==> config.mk <==
export PLATFORM = sky130hd
export DESIGN_NAME = id_ex_pipe
export DESIGN_NICKNAME = d
export VERILOG_FILES = /design/src/rtl/id_ex_pipe.sv
export SDC_FILE = /design/constraint.sdc
export NUM_CORES = 1
export LEC_CHECK = 0
export CAP_MARGIN = 20
export CELL_PAD_IN_SITES_DETAIL_PLACEMENT = 1
export CELL_PAD_IN_SITES_GLOBAL_PLACEMENT = 1
export CORE_ASPECT_RATIO = 0.6
export CORE_MARGIN = 2
export CORE_UTILIZATION = 34
export CTS_CLUSTER_DIAMETER = 100
export CTS_CLUSTER_SIZE = 10
export DETAILED_ROUTE_END_ITERATION = 8
export GPL_ROUTABILITY_DRIVEN = 0
export PLACE_DENSITY_LB_ADDON = 0.2
export SYNTH_ARGS = -nofsm -noshare
export SYNTH_HDL_FRONTEND = slang
export SYNTH_SLANG_ARGS = --single-unit
export TNS_END_PERCENT = 100
==> constraint.sdc <==
create_clock -name clk -period 4.1 [get_ports clk]
set_input_delay 0.615 -clock clk [delete_from_list [all_inputs] [get_ports clk]]
set_output_delay 0.615 -clock clk [all_outputs]
set_load 0.01 [all_outputs]
==> src/rtl/id_ex_pipe.sv <==
// id_ex_pipe: ID/EX pipeline register of the 5-stage RV32 core.
//
// This block captures the decoded control bits, operands and register indices.
// It detects load-use hazards against the instruction currently in EX and
// inserts a single bubble for each one. It squashes the decode slot on a
// taken branch (flush) and freezes on a downstream hold (ex_hold). It also
// keeps saturating stall and flush event counters for debug.
//
// Ports:
//   clk, rst_n             clock, asynchronous active-low reset
//   id_*                   decode-stage instruction (valid, controls, operands, indices)
//   flush                  squash the decode slot (branch taken in EX)
//   ex_hold                freeze the ID/EX contents
//   stall                  combinational: freeze PC/IF-ID, zero control unit outputs
//   ex_*                   registered EX-stage instruction
//   stall_cnt, flush_cnt   saturating event counters
module id_ex_pipe #(
    parameter int unsigned XLEN  = 32,
    parameter int unsigned CNT_W = 16
) (
    input  logic             clk,
    input  logic             rst_n,

    input  logic             id_valid,
    input  logic             id_branch,
    input  logic             id_memtoreg,
    input  logic             id_memwrite,
    input  logic             id_alusrc,
    input  logic             id_regwrite,
    input  logic [1:0]       id_aluop,
    input  logic             id_uses_rs2,
    input  logic [XLEN-1:0]  id_pc,
    input  logic [XLEN-1:0]  id_rs1_data,
    input  logic [XLEN-1:0]  id_rs2_data,
    input  logic [XLEN-1:0]  id_imm,
    input  logic [4:0]       id_rs1,
    input  logic [4:0]       id_rs2,
    input  logic [4:0]       id_rd,
    input  logic [2:0]       id_funct3,
    input  logic             id_funct7b5,

    input  logic             flush,
    input  logic             ex_hold,
    output logic             stall,

    output logic             ex_valid,
    output logic             ex_branch,
    output logic             ex_memtoreg,
    output logic             ex_memwrite,
    output logic             ex_alusrc,
    output logic             ex_regwrite,
    output logic [1:0]       ex_aluop,
    output logic [XLEN-1:0]  ex_pc,
    output logic [XLEN-1:0]  ex_rs1_data,
    output logic [XLEN-1:0]  ex_rs2_data,
    output logic [XLEN-1:0]  ex_imm,
    output logic [4:0]       ex_rs1,
    output logic [4:0]       ex_rs2,
    output logic [4:0]       ex_rd,
    output logic [2:0]       ex_funct3,
    output logic             ex_funct7b5,

    output logic [CNT_W-1:0] stall_cnt,
    output logic [CNT_W-1:0] flush_cnt
);

    localparam logic [CNT_W-1:0] CNT_MAX = '1;

    logic rd_hit_c;
    logic lu_c;

    // Load in EX whose destination is a source of the decode instruction; x0 never hazards.
    assign rd_hit_c = (ex_rd == id_rs1) || (id_uses_rs2 && (ex_rd == id_rs2));
    assign lu_c     = ex_valid && ex_memtoreg && ex_regwrite && (ex_rd != 5'd0)
                      && id_valid && rd_hit_c;

    // A flush redirects fetch, so a coincident load-use must not freeze it.
    assign stall = ex_hold || (lu_c && !flush);

    // Pipeline register: hold > flush > load-use bubble > normal load.
    always_ff @(posedge clk or negedge rst_n) begin
        if (!rst_n) begin
            ex_valid    <= 1'b0;
            ex_branch   <= 1'b0;
            ex_memtoreg <= 1'b0;
            ex_memwrite <= 1'b0;
            ex_alusrc   <= 1'b0;
            ex_regwrite <= 1'b0;
            ex_aluop    <= 2'b00;
            ex_pc       <= '0;
            ex_rs1_data <= '0;
            ex_rs2_data <= '0;
            ex_imm      <= '0;
            ex_rs1      <= 5'd0;
            ex_rs2      <= 5'd0;
            ex_rd       <= 5'd0;
            ex_funct3   <= 3'd0;
            ex_funct7b5 <= 1'b0;
            stall_cnt   <= '0;
            flush_cnt   <= '0;
        end else if (!ex_hold) begin
            if (flush || lu_c) begin
                // Bubble: datapath fields are dead but zeroed for a clean trace.
                ex_valid    <= 1'b0;
                ex_branch   <= 1'b0;
                ex_memtoreg <= 1'b0;
                ex_memwrite <= 1'b0;
                ex_alusrc   <= 1'b0;
                ex_regwrite <= 1'b0;
                ex_aluop    <= 2'b00;
                ex_pc       <= '0;
                ex_rs1_data <= '0;
                ex_rs2_data <= '0;
                ex_imm      <= '0;
                ex_rs1      <= 5'd0;
                ex_rs2      <= 5'd0;
                ex_rd       <= 5'd0;
                ex_funct3   <= 3'd0;
                ex_funct7b5 <= 1'b0;
                if (flush) begin
                    if (flush_cnt != CNT_MAX) flush_cnt <= flush_cnt + CNT_W'(1);
                end else begin
                    if (stall_cnt != CNT_MAX) stall_cnt <= stall_cnt + CNT_W'(1);
                end
            end else begin
                // Controls are gated by id_valid so an empty slot can never write state.
                ex_valid    <= id_valid;
                ex_branch   <= id_valid & id_branch;
                ex_memtoreg <= id_valid & id_memtoreg;
                ex_memwrite <= id_valid & id_memwrite;
                ex_alusrc   <= id_valid & id_alusrc;
                ex_regwrite <= id_valid & id_regwrite;
                ex_aluop    <= id_valid ? id_aluop : 2'b00;
                ex_pc       <= id_pc;
                ex_rs1_data <= id_rs1_data;
                ex_rs2_data <= id_rs2_data;
                ex_imm      <= id_imm;
                ex_rs1      <= id_rs1;
                ex_rs2      <= id_rs2;
                ex_rd       <= id_rd;
                ex_funct3   <= id_funct3;
                ex_funct7b5 <= id_funct7b5;
            end
        end
    end

endmodule

[Yosys cells after proc, flatten, opt, wreduce, memory -nomap -nowiden]
Index checks and enable logic that the tools add are counted.
Storage, ports and cells
  output and inout port bits: 188
  input bits: 160
  register bits: 187
Operators by class
  reductions and logical operators: 14
  add/subtract/negate cells: 2
  equality and inequality tests: 4
  muxes and demuxes: 17
  bitwise operators: 7
Operator list (count)
  32-bit two-way mux: 4
  16-bit by 1-bit adder with 16-bit output, second input constant: 2
  16-bit inequality test, second input constant: 2
  5-bit two-way mux: 3
  5-bit equality test: 2
  4-bit AND reduction: 2
  1-bit logical AND: 7
  1-bit two-way mux: 7
  1-bit AND: 5
  5-bit nonzero test: 1
  2-bit two-way mux: 2
  1-bit logical OR: 3
  3-bit two-way mux: 1
  1-bit NOT: 2
  1-bit zero test: 1

[Longest topological paths before layout]
  word-level depth: 7
  mapped depth: 7
  gate-level depth less buffers: 6

[Worst setup path after synthesis]
Ideal clock, no wire load.
  path type: input port to output port
  start: input port id_rs1[4]
  end: output port stall
  data arrival time: 1359 ps
  stages: 5
  required time: 3485 ps
  slack: 2126 ps
  path through: xnor2_1 > nand3_1 > o22ai_2 > nand2_1 > o21bai_1
Between the ends
  word-level cells in the longest chain between the ends: 5
RTL lines
  from (decl): line 36  | input logic [4:0] id_rs1,
  5-bit equality test: line 73  | assign rd_hit_c = (ex_rd == id_rs1) || (id_uses_rs2 && (ex_rd == id_rs2));
  1-bit logical OR: line 73
  1-bit logical AND: line 75  | && id_valid && rd_hit_c;
  1-bit logical AND: line 78  | assign stall = ex_hold || (lu_c && !flush);
  1-bit logical OR: line 78
  to (decl): line 44  | output logic stall,
No other way between the ends.

[Worst setup path after layout]
Same ends and word-level chain as after synthesis.

==> metrics.json <==
{
  "route.final.wire_length_mm": 24.7,
  "post_cts_resize_count": 0,
  "synth.net_count": 666,
  "timing_worst_slew_pin_value_ps": 1040,
  "critPathArrivalTime_ps": 2560,
  "synth_area_per_cell_um2": 14.1,
  "worst_r2r_endpoint": "ex_regwrite",
  "setup_viol_count_final": 0,
  "gr-usage-met2_pct": 36.4,
  "finalClockSkew_ps": 7.92,
  "worst_r2r_path_depth": 7,
  "cts.hold.buffers_added": 0,
  "die_extent_in_y_um": 116,
  "crit_family": "buffers and inverters",
  "synth_flop_cell": "sky130_fd_sc_hd__dfrtp_1",
  "critPathMaxStageDelay_ps": 570,
  "worst_ir_drop_vdd_v": 0.000292,
  "final.period_utilization_pct": 77.4,
  "crit_end": "stall",
  "cts_htree_levels": 4,
  "ys_top_cells_by_count": "sky130_fd_sc_hd__dfrtp_1, sky130_fd_sc_hd__a22o_1, sky130_fd_sc_hd__xnor2_1, sky130_fd_sc_hd__clkbuf_1, sky130_fd_sc_hd__nand2_1",
  "critical_path.most_common_cell": "sky130_fd_sc_hd__clkdlybuf4s50_1",
  "critical_path.reg2reg.startpoint": "ex_rd[4]",
  "yosysWarningCount": 0,
  "timing.critical_path.from_type": "input port",
  "synthArstFlopShare_pct": 100,
  "power_density_mw_per_mm2": 402,
  "fp.dieArea_mm2": 0.0221,
  "synthToLayoutAreaGrowth_pct": 61.0,
  "ios": 348,
  "fin_total_pwr_w": 0.00461,
  "fin_crit_ps": 3170,
  "cts_num_sinks": 187,
  "synth.area.top_cells": "sky130_fd_sc_hd__dfrtp_1, sky130_fd_sc_hd__a22o_1, sky130_fd_sc_hd__xnor2_1",
  "post_synth_inst_count": 504,
  "setup_tns_ps": 0,
  "max_freq_ghz": 0.315,
  "gr-total-overflow": 0,
  "gr-usage-met3_pct": 7.96,
  "detailedRoute.firstIterationViolations": 236,
  "firstDrtPassIters": 4,
  "synthesis.area_mm2": 0.00711,
  "globalRouteTotalUtil_pct": 22.6,
  "drcViolationCount": 0,
  "count_of_pins_over_their_slew_limit": 0,
  "critical-path-slowest-cell": "sky130_fd_sc_hd__clkdlybuf4s50_1",
  "final_layout_size_suffix_gt1_share_pct": 6.10,
  "critical_path.endpoint_type": "primary output",
  "number_of_global_route_vias_before_repair": 6267,
  "worstPathMaxFanout": 3,
  "path_clk_slew_ps": 70,
  "grt_first_pass_wirelength_mm": 37.5,
  "rrSetupSlack_ps": 1890,
  "yosysUniqueCellTypes": 34,
  "critical_path.n_buffers_inverters": 2,
  "dpl.hpwl_mm": 18.1,
  "grt_antenna_before_repair": 2,
  "cts_made_buffers": 17,
  "grt_most_used_layer": "met2",
  "cp-startpoint": "id_rs1[4]",
  "worstSetupPathType": "in -> out",
  "avgViaCountPerCell": 5.10,
  "fp-row-count": 40,
  "status": "finished clean",
  "synth.top_cell.area_share_pct": 65.9,
  "synth-seq-cells": 187,
  "yosysSeqAreaShare_pct": 65.9,
  "core_mm2": 0.0203,
  "floorplan.die.width_um": 191,
  "num_vias": 5739,
  "postCtsSetupBuffers": 0,
  "cap_viol_max_count": 0,
  "rsz0062_at_grt": "false",
  "critical_path_depth": 7,
  "static-leakage-power_nw": 5.03,
  "cts_max_path_buffers": 2,
  "critPathRequiredTime_ps": 3480,
  "nets_final": 1001,
  "hold_path.class": "in -> async",
  "edff_count_synth": 0,
  "post-synth-top-count-cell": "sky130_fd_sc_hd__dfrtp_1",
  "clk_root_buffer_cell": "sky130_fd_sc_hd__clkbuf_16",
  "met1_usage_pct": 28.4,
  "maximum_number_of_pins_on_one_net_before_global_route_repair": 129,
  "crit_path_cell_trace": "clkdlybuf4s50_1 > xnor2_1 > nand3_1 > o22ai_2 > nand2_1 > o21bai_1 > clkdlybuf4s50_1",
  "cts_tree": "yes",
  "start_util_pct": 35.1,
  "timing.slew.headroom_pct": 30.7,
  "clock_insertion_delay_worst_skew_ps": 440,
  "biggest_area_consumer_among_synthesized_cells": "sky130_fd_sc_hd__dfrtp_1",
  "routedWlPerCell_um": 22.0,
  "timing_hold_violations_final": 0,
  "placement.io_buffers": 347,
  "detail-route-antenna-nets": 0
}
cell type report:
type / count / area [µm²]
flip-flops and latches: 187 / 4680
fillers: 2004 / 8830
multi-input cells: 279 / 2260
repair buffers: 352 / 3560
clock buffers: 21 / 470
inverters: 2 / 7.51
diodes: 1 / 2.50
well taps: 273 / 342
clock inverters: 11 / 119
stage by stage:
step / utilization, % / cells / hold WS, ps / setup slack (ps) / instance area (µm²)
final: 56.5 / 1126 / 27.9 / 925 / 11400
after global routing: 56.4 / 1125 / 22.7 / 743 / 11400
after floorplan: - / 504 / 319 / 2130 / 7110
after global placement: 53.4 / 1092 / 481 / 872 / 10800
after CTS: 56.3 / 1124 / 399 / 863 / 11400
after detailed placement: 53.4 / 1092 / 498 / 877 / 10800
metal layers:
metal	part of all wire, %	vias to the layer above
li1	-	2562
met1	42	2926
met2	47	212
met3	8.3	37
met4	2.4	2
met5	0.049	-
layout by cell type, fill, tap and decap left out, types with 4 or more instances in the layout:
cell                              netlist  routed
sky130_fd_sc_hd__nand3_1                7       7
sky130_fd_sc_hd__nand2_1               17      17
sky130_fd_sc_hd__clkinv_2               0       5
sky130_fd_sc_hd__nand4_1                8       8
sky130_fd_sc_hd__xnor2_1               23      23
sky130_fd_sc_hd__nor3_1                 8       8
sky130_fd_sc_hd__clkbuf_8               1       4
sky130_fd_sc_hd__clkbuf_16              0      17
sky130_fd_sc_hd__a21oi_1                4       4
sky130_fd_sc_hd__dfrtp_1              187     187
sky130_fd_sc_hd__a22o_1               154     154
sky130_fd_sc_hd__nor2_1                13      13
sky130_fd_sc_hd__clkdlybuf4s50_1        0     345
sky130_fd_sc_hd__xor2_1                15      15
worst register-to-register path, stage by stage, from the launching register on:
cell and delay, ps:
sky130_fd_sc_hd__dfrtp_1 460, sky130_fd_sc_hd__xnor2_1 200, sky130_fd_sc_hd__nand3_1 120, sky130_fd_sc_hd__o22ai_2 360, sky130_fd_sc_hd__a21boi_4 120, sky130_fd_sc_hd__buf_4 260
sky130_fd_sc_hd__and2_1 330, sky130_fd_sc_hd__a22o_1 250
state kept, by name, summed over array words and instances, names as in the netlist, 2 cells and up:
register,cells
ex_rd,5
ex_imm,32
ex_funct3,3
ex_rs2_data,32
ex_rs2,5
ex_rs1_data,32
stall_cnt,16
ex_aluop,2
ex_pc,32
flush_cnt,16
ex_rs1,5
kinds of logic after synthesis:
group,share of synthesized area [%]
buffers and inverters,2.43
AOI/OAI and AO/OA,20.4
DFF,65.9
muxes,0.317
and+or+nand+nor,5.99
adders and majority gates,0.352
xor gates and xnor gates,4.68
worst min-delay path by stage:
stage / slack, ps / end
CTS: 400 / ex_imm[23]
floorplan: 320 / ex_aluop[0]
global placement: 480 / flush_cnt[15]
global route: 20 / ex_imm[17]
finish: 30 / ex_imm[29]
detailed placement: 500 / ex_rs2_data[4]
power by group:
group / total [W] / leakage (nW) / internal (W) / switching [W]
sequential: 0.00210 / 2.45 / 0.00199 / 0.000115
combinational: 0.000847 / 2.28 / 0.000508 / 0.000339
clock: 0.00166 / 0.293 / 0.000944 / 0.000711
Note: power is estimated with default switching activity, not from simulation.
